## config.mk

```make
export PLATFORM = sky130hd
export DESIGN_NAME = t05_huff_node_builder
export DESIGN_NICKNAME = d
export VERILOG_FILES = /design/src/rtl/t05_huff_node_builder_pkg.sv /design/src/rtl/t05_huff_node_builder.sv
export SDC_FILE = /design/constraint.sdc
export NUM_CORES = 1
export LEC_CHECK = 0
export ABC_CLOCK_PERIOD_IN_PS = 2800
export CORE_MARGIN = 2
export CORE_UTILIZATION = 50
export CTS_CLUSTER_DIAMETER = 80
export DETAILED_ROUTE_END_ITERATION = 8
export HOLD_SLACK_MARGIN = 0.03
export PLACE_DENSITY = 0.84
export SETUP_SLACK_MARGIN = 0.4
export SYNTH_ARGS = -nofsm -noshare
export SYNTH_HDL_FRONTEND = slang
export SYNTH_SLANG_ARGS = --single-unit
```

## constraint.sdc

```tcl
create_clock -name clk -period 2.8 [get_ports clk]
set_clock_uncertainty 0.1 [all_clocks]
set_input_delay 0.84 -clock clk [delete_from_list [all_inputs] [get_ports clk]]
set_output_delay 0.84 -clock clk [all_outputs]
set_load 0.02 [all_outputs]
```

## src/rtl/t05_huff_node_builder_pkg.sv

```systemverilog
// ---------------------------------------------------------------------------
// t05_huff_pkg
// Shared types and constants for the Huffman node builder.
//
// Contents:
//   NODE_W / SUM_W        index and frequency widths
//   MAX_NODES             internal node capacity (node table depth)
//   NODE_IDX_W            width of a node table address
//   LEAF_CNT / INT_BASE   leaf alphabet size and the frequency-table base of
//                         internal nodes (internal node n lives at INT_BASE+n)
//   node_idx_t            9-bit tree index, bit 8 set = internal node
//   node_t                node table entry {left, right, sum}
//   state_t               builder FSM states
// ---------------------------------------------------------------------------
package t05_huff_pkg;

    localparam int NODE_W     = 9;
    localparam int SUM_W      = 64;
    localparam int MAX_NODES  = 128;
    localparam int NODE_IDX_W = $clog2(MAX_NODES);
    localparam int LEAF_CNT   = 256;
    localparam int INT_BASE   = 256;

    typedef logic [NODE_W-1:0] node_idx_t;

    typedef struct packed {
        node_idx_t          left;
        node_idx_t          right;
        logic [SUM_W-1:0]   sum;
    } node_t;

    typedef enum logic [2:0] {
        ST_IDLE,
        ST_SCAN,
        ST_WIPE1,
        ST_WIPE2,
        ST_NODE,
        ST_SUMW,
        ST_DONE
    } state_t;

endpackage

```

## src/rtl/t05_huff_node_builder.sv

```systemverilog
// ---------------------------------------------------------------------------
// t05_huff_node_builder
// Consumes the two least-frequency entries reported by the finder on each
// scan pass, retires them from the frequency table, records a new internal
// node and writes that node's sum back into the frequency table so the next
// pass can pick it up. After leaf_count-1 merges it reports the tree root.
//
// Ports:
//   clk, nrst                  clock, asynchronous active-low reset
//   start, leaf_count          begin a build with this many live leaves
//   least1, least2, sum_in     finder result, valid with fin_in
//   fin_in                     finder pass-complete pulse
//   find_en                    finder enable
//   freq_wr_en/addr/data/ack   frequency table write port (req/ack)
//   node_wr_en/addr/data/ack   node table write port (req/ack)
//   tree_done, root            build finished, root index
//   err                        sticky error flag
//
// Build option:
//   T05_PAIR_CHECK_EN  when defined, every finder result is sanity checked
//                      before any write; a bad pair aborts the build with err.
// ---------------------------------------------------------------------------
import t05_huff_pkg::*;

module t05_huff_node_builder (
    input  logic                            clk,
    input  logic                            nrst,
    input  logic                            start,
    input  logic [NODE_W-1:0]               leaf_count,
    input  logic [NODE_W-1:0]               least1,
    input  logic [NODE_W-1:0]               least2,
    input  logic [SUM_W-1:0]                sum_in,
    input  logic                            fin_in,
    output logic                            find_en,
    output logic                            freq_wr_en,
    output logic [NODE_W-1:0]               freq_wr_addr,
    output logic [SUM_W-1:0]                freq_wr_data,
    input  logic                            freq_ack,
    output logic                            node_wr_en,
    output logic [NODE_IDX_W-1:0]           node_wr_addr,
    output logic [2*NODE_W+SUM_W-1:0]       node_wr_data,
    input  logic                            node_ack,
    output logic                            tree_done,
    output logic [NODE_W-1:0]               root,
    output logic                            err
);

    // Largest leaf count the node table can absorb: n leaves need n-1 nodes.
    localparam node_idx_t LC_LIMIT = node_idx_t'(MAX_NODES + 1);

    state_t                 state;
    node_idx_t              lc_q;
    node_idx_t              l1_q;
    node_idx_t              l2_q;
    logic [SUM_W-1:0]       sum_q;
    logic [NODE_IDX_W-1:0]  node_idx;

    node_idx_t              node_ext;
    node_idx_t              int_addr;
    logic                   last_merge;
    node_t                  node_q;

    // Frequency-table slot of the node being built, and the test that tells
    // us this merge is the final one (n leaves produce nodes 0..n-2).
    assign node_ext   = {{(NODE_W-NODE_IDX_W){1'b0}}, node_idx};
    assign int_addr   = node_idx_t'(INT_BASE) | node_ext;
    assign last_merge = (node_ext == (lc_q - node_idx_t'(2)));
    assign node_q     = '{left: l1_q, right: l2_q, sum: sum_q};

`ifdef T05_PAIR_CHECK_EN
    logic pair_bad;

    // A usable pair names two different entries, carries a nonzero sum and
    // only refers to internal nodes that have already been built.
    always_comb begin
        pair_bad = 1'b0;
        if (least1 == least2) begin
            pair_bad = 1'b1;
        end
        if (sum_in == '0) begin
            pair_bad = 1'b1;
        end
        if (least1[NODE_W-1] && (least1[NODE_IDX_W-1:0] >= node_idx)) begin
            pair_bad = 1'b1;
        end
        if (least2[NODE_W-1] && (least2[NODE_IDX_W-1:0] >= node_idx)) begin
            pair_bad = 1'b1;
        end
    end
`endif

    // Single FSM with registered outputs. Each write state raises its request
    // on entry and holds address/data untouched until the ack is sampled, so
    // the memory side sees a clean, stable request regardless of its latency.
    // start is only honoured in IDLE and DONE, so a build cannot be clobbered
    // half way through; a restart from DONE behaves exactly like one from IDLE.
    always_ff @(posedge clk or negedge nrst) begin
        if (!nrst) begin
            state        <= ST_IDLE;
            lc_q         <= '0;
            l1_q         <= '0;
            l2_q         <= '0;
            sum_q        <= '0;
            node_idx     <= '0;
            find_en      <= 1'b0;
            freq_wr_en   <= 1'b0;
            freq_wr_addr <= '0;
            freq_wr_data <= '0;
            node_wr_en   <= 1'b0;
            node_wr_addr <= '0;
            node_wr_data <= '0;
            tree_done    <= 1'b0;
            root         <= '0;
            err          <= 1'b0;
        end else begin
            case (state)
                ST_IDLE, ST_DONE: begin
                    if (start) begin
                        lc_q      <= leaf_count;
                        node_idx  <= '0;
                        err       <= 1'b0;
                        tree_done <= 1'b0;
                        root      <= '0;
                        if (leaf_count == '0 || leaf_count > LC_LIMIT) begin
                            state     <= ST_DONE;
                            err       <= 1'b1;
                            tree_done <= 1'b1;
                        end else if (leaf_count == node_idx_t'(1)) begin
                            // A lone leaf is its own tree; nothing to merge.
                            state     <= ST_DONE;
                            tree_done <= 1'b1;
                        end else begin
                            state   <= ST_SCAN;
                            find_en <= 1'b1;
                        end
                    end
                end

                ST_SCAN: begin
                    if (fin_in) begin
                        find_en <= 1'b0;
                        l1_q    <= least1;
                        l2_q    <= least2;
                        sum_q   <= sum_in;
`ifdef T05_PAIR_CHECK_EN
                        if (pair_bad) begin
                            state     <= ST_DONE;
                            err       <= 1'b1;
                            tree_done <= 1'b1;
                            root      <= '0;
                        end else begin
                            state        <= ST_WIPE1;
                            freq_wr_en   <= 1'b1;
                            freq_wr_addr <= least1;
                            freq_wr_data <= '0;
                        end
`else
                        state        <= ST_WIPE1;
                        freq_wr_en   <= 1'b1;
                        freq_wr_addr <= least1;
                        freq_wr_data <= '0;
`endif
                    end
                end

                ST_WIPE1: begin
                    if (freq_ack) begin
                        state        <= ST_WIPE2;
                        freq_wr_addr <= l2_q;
                        freq_wr_data <= '0;
                    end
                end

                ST_WIPE2: begin
                    if (freq_ack) begin
                        state        <= ST_NODE;
                        freq_wr_en   <= 1'b0;
                        freq_wr_addr <= '0;
                        node_wr_en   <= 1'b1;
                        node_wr_addr <= node_idx;
                        node_wr_data <= node_q;
                    end
                end

                ST_NODE: begin
                    if (node_ack) begin
                        state        <= ST_SUMW;
                        node_wr_en   <= 1'b0;
                        freq_wr_en   <= 1'b1;
                        freq_wr_addr <= int_addr;
                        freq_wr_data <= sum_q;
                    end
                end

                ST_SUMW: begin
                    if (freq_ack) begin
                        freq_wr_en   <= 1'b0;
                        freq_wr_addr <= '0;
                        freq_wr_data <= '0;
                        if (last_merge) begin
                            state     <= ST_DONE;
                            tree_done <= 1'b1;
                            root      <= int_addr;
                        end else begin
                            state    <= ST_SCAN;
                            node_idx <= node_idx + 1'b1;
                            find_en  <= 1'b1;
                        end
                    end
                end

                default: begin
                    state <= ST_IDLE;
                end
            endcase
        end
    end

endmodule
```

==> flow_summary.ini <==
[timing]
worst_slack_ps = 461
slew_headroom = 0.564
fin_crit_ps = 2340
maxSlewViolCount = 0
setup_violations = 0
hold_violations = 0
whs_ps = 49.9
clock.fmax_mhz = 428
setup_tns_ps = 0
fin_crit_sh = 0.835
tightest_slew_ps = 637
rsz0062_at_grt = true

[synth]
synthesis.nets = 1026
netlist_top_cells_count = dfrtp_1, nand2_1, mux2_2
synth-compound-area-share = 0.0819
synth_cell_type_count = 52
synth_cells = 927
synthArstFlopShare = 1.00
ys_seq_area_frac = 0.615
synth_area_leaders = dfrtp_1, mux2_2, nand2_1, o21ai_0, clkbuf_1
ys_ff_latch = 276
syn_area_um2 = 11200
syn_area_per_cell_um2 = 12.1
yosysMostFrequentCell = dfrtp_1
synth_top_family_by_area = multiplexers
synthMuxAreaShare = 0.173
synth_xor_xnor_area_share = 0.00701
ys.warnings.count = 0
synth-simple-area-share = 0.0949
synth-edff-count = 0
yosysTopAreaCellShare = 0.615
synth-adder-area-share = 0.00223
synth_ff_type = dfrtp_1
yosys.area.top_type = dfrtp_1

[global_route]
antenna_found_initial = 0
grt_pass1_vias = 8933
grt_max_degree = 75
grt_first_pass_wirelength_mm = 49.6
grt_overflow = 0
grt_usage = 0.263

[route]
via_count = 8453
first_pass_iters = 5
post_drt_wl_per_cell_um = 20.4
drtIter0Drc = 570
drt-total-wl_mm = 30.8
drt-vias-per-instance = 5.58
detail-route-antenna-nets = 0
route.detailed.drc = 0

[clock_tree]
tritoncts = yes
cts_root_buf = clkbuf_16
cts_hold_buf = 0
insertion_delay_ps = 560
numClockSinks = 276
clk_pin_slew_ps = 60
cts_made_buffers = 29
clock_path_buffers = 3
cts-htree-levels = 1

[worst_setup_path]
setup.worst_path.start_class = input port
critPathMaxFanout = 3
arrival_ps = 2660
crit_path_end_kind = flop
critPathRequiredTime_ps = 3120
crit_type = input port to flop

[placed_design]
place_ws_ps = -202
dpl_cell_area_um2 = 14600
io_buffers = 271
dpl.hpwl_mm = 20.7
place_congestion = 0.834

[floorplanning]
core_area_um2 = 22000
die_area_um2 = 23700
rows = 54
start_util = 0.512
ios = 273
die_x_um = 154
fp.dieH_um = 154

[power_and_ir_drop]
leakage_nw = 7.33
clockPowerShare = 0.217
p_comb_frac = 0.411
powerDensity_nw_per_um2 = 1220
seq_power_share = 0.372
swShare = 0.384
p_switching_w = 0.00728
irDropWorstVdd_mv = 0.747
p_int_w = 0.0117
power_w = 0.0189

[final_layout]
diodes = 0
layout-drive-gt1-share = 0.237
area_delta_synth_final_pct = 37.6
finalInstanceArea_um2 = 15500
nNetsFinal = 1314

[run_status]
status = finished clean

[flow_run]
cap_viol_max_count = 0

[hold_path]
hold_path.class = input port to asynchronous set/reset pin
what timing repair did:
action,4_1_cts,5_1_grt
pin swaps,4,7
setup endpoints to repair,191,79
gates resized for setup,181,12
setup buffers,1,3
per-layer routing:
metal,track usage,vias to the layer above,part of all wire
met4,0.0850,0,0.033
li1,-,3798,-
met1,0.333,4233,0.39
met5,0,-,0
met2,0.434,349,0.49
met3,0.0860,73,0.091
final cells by class:
class | count | area (um^2)
Clock inverter | 12 | 203
Inverter | 6 | 22.5
Sequential cell | 276 | 6910
Tap cell | 280 | 350
Multi-Input combinational cell | 579 | 4130
Clock buffer | 38 | 820
Fill cell | 1553 | 6500
Timing Repair Buffer | 323 | 3030
critical path: stages:
cell	delay [ps]
clkdlybuf4s50_1	420
or4_4	440
nor4_4	280
nor3_4	90
a21o_1	170
nor3b_1	130
a211o_1	290
placed cells by master, fill, tap and decap left out, types with 11 or more instances in the layout:
cell type,n
mux2_2,171
nand2_1,176
nor2_1,14
a221oi_1,15
o31ai_1,11
clkbuf_16,29
dfrtp_1,272
buf_4,41
dlygate4sd2_1,177
clkdlybuf4s50_1,92
buf_12,11
o21ai_0,79
nand3_1,16
power groups by stage:
stage          clock (W)  sequential, W  combinational (W)
2_1_floorplan          0        0.00808            0.00341
3_3_place_gp           0        0.00699            0.00820
3_5_place_dp           0        0.00709            0.00841
4_1_cts          0.00417        0.00703            0.00773
5_1_grt          0.00433        0.00728            0.00837
6_report         0.00411        0.00704            0.00779
cells by family after synthesis:
group,Yosys count
buffers and inverters,72
adder cells (fa/ha/maj),2
XOR/XNOR,9
AO/OA/AOI/OAI,146
other,1
AND/OR/NAND/NOR,248
multiplexers,173
flip-flops,276
stage by stage:
step,std cells,util
after floorplan,927,-
after global placement,1460,0.664
after detailed placement,1460,0.664
after CTS,1511,0.701
after global routing,1514,0.704
final,1514,0.704
final timing paths:
check | startpoint | to | slack, ps | cells past startpoint
min in group clk | root[8] | root[8] | 370 | 2
worst min register to register | root[8] | root[8] | 370 | 2
worst max-delay path | leaf_count[6] | state[0] | 460 | 7
worst min-delay path | nrst | freq_wr_data[15] | 50 | 1
max in group asynchronous | nrst | lc_q[5] | 1780 | 2
worst max register to register | state[2] | freq_wr_data[18] | 480 | 8
flip-flops by register name (all words and copies together), names as in the netlist, 3 cells and up:
name and count:
node_wr_data 82, freq_wr_data 64, sum_q 64, freq_wr_addr 9
l1_q 9, l2_q 9, lc_q 9, root 8
node_idx 7, node_wr_addr 7, state 3
(Power assumes the default switching activity.)
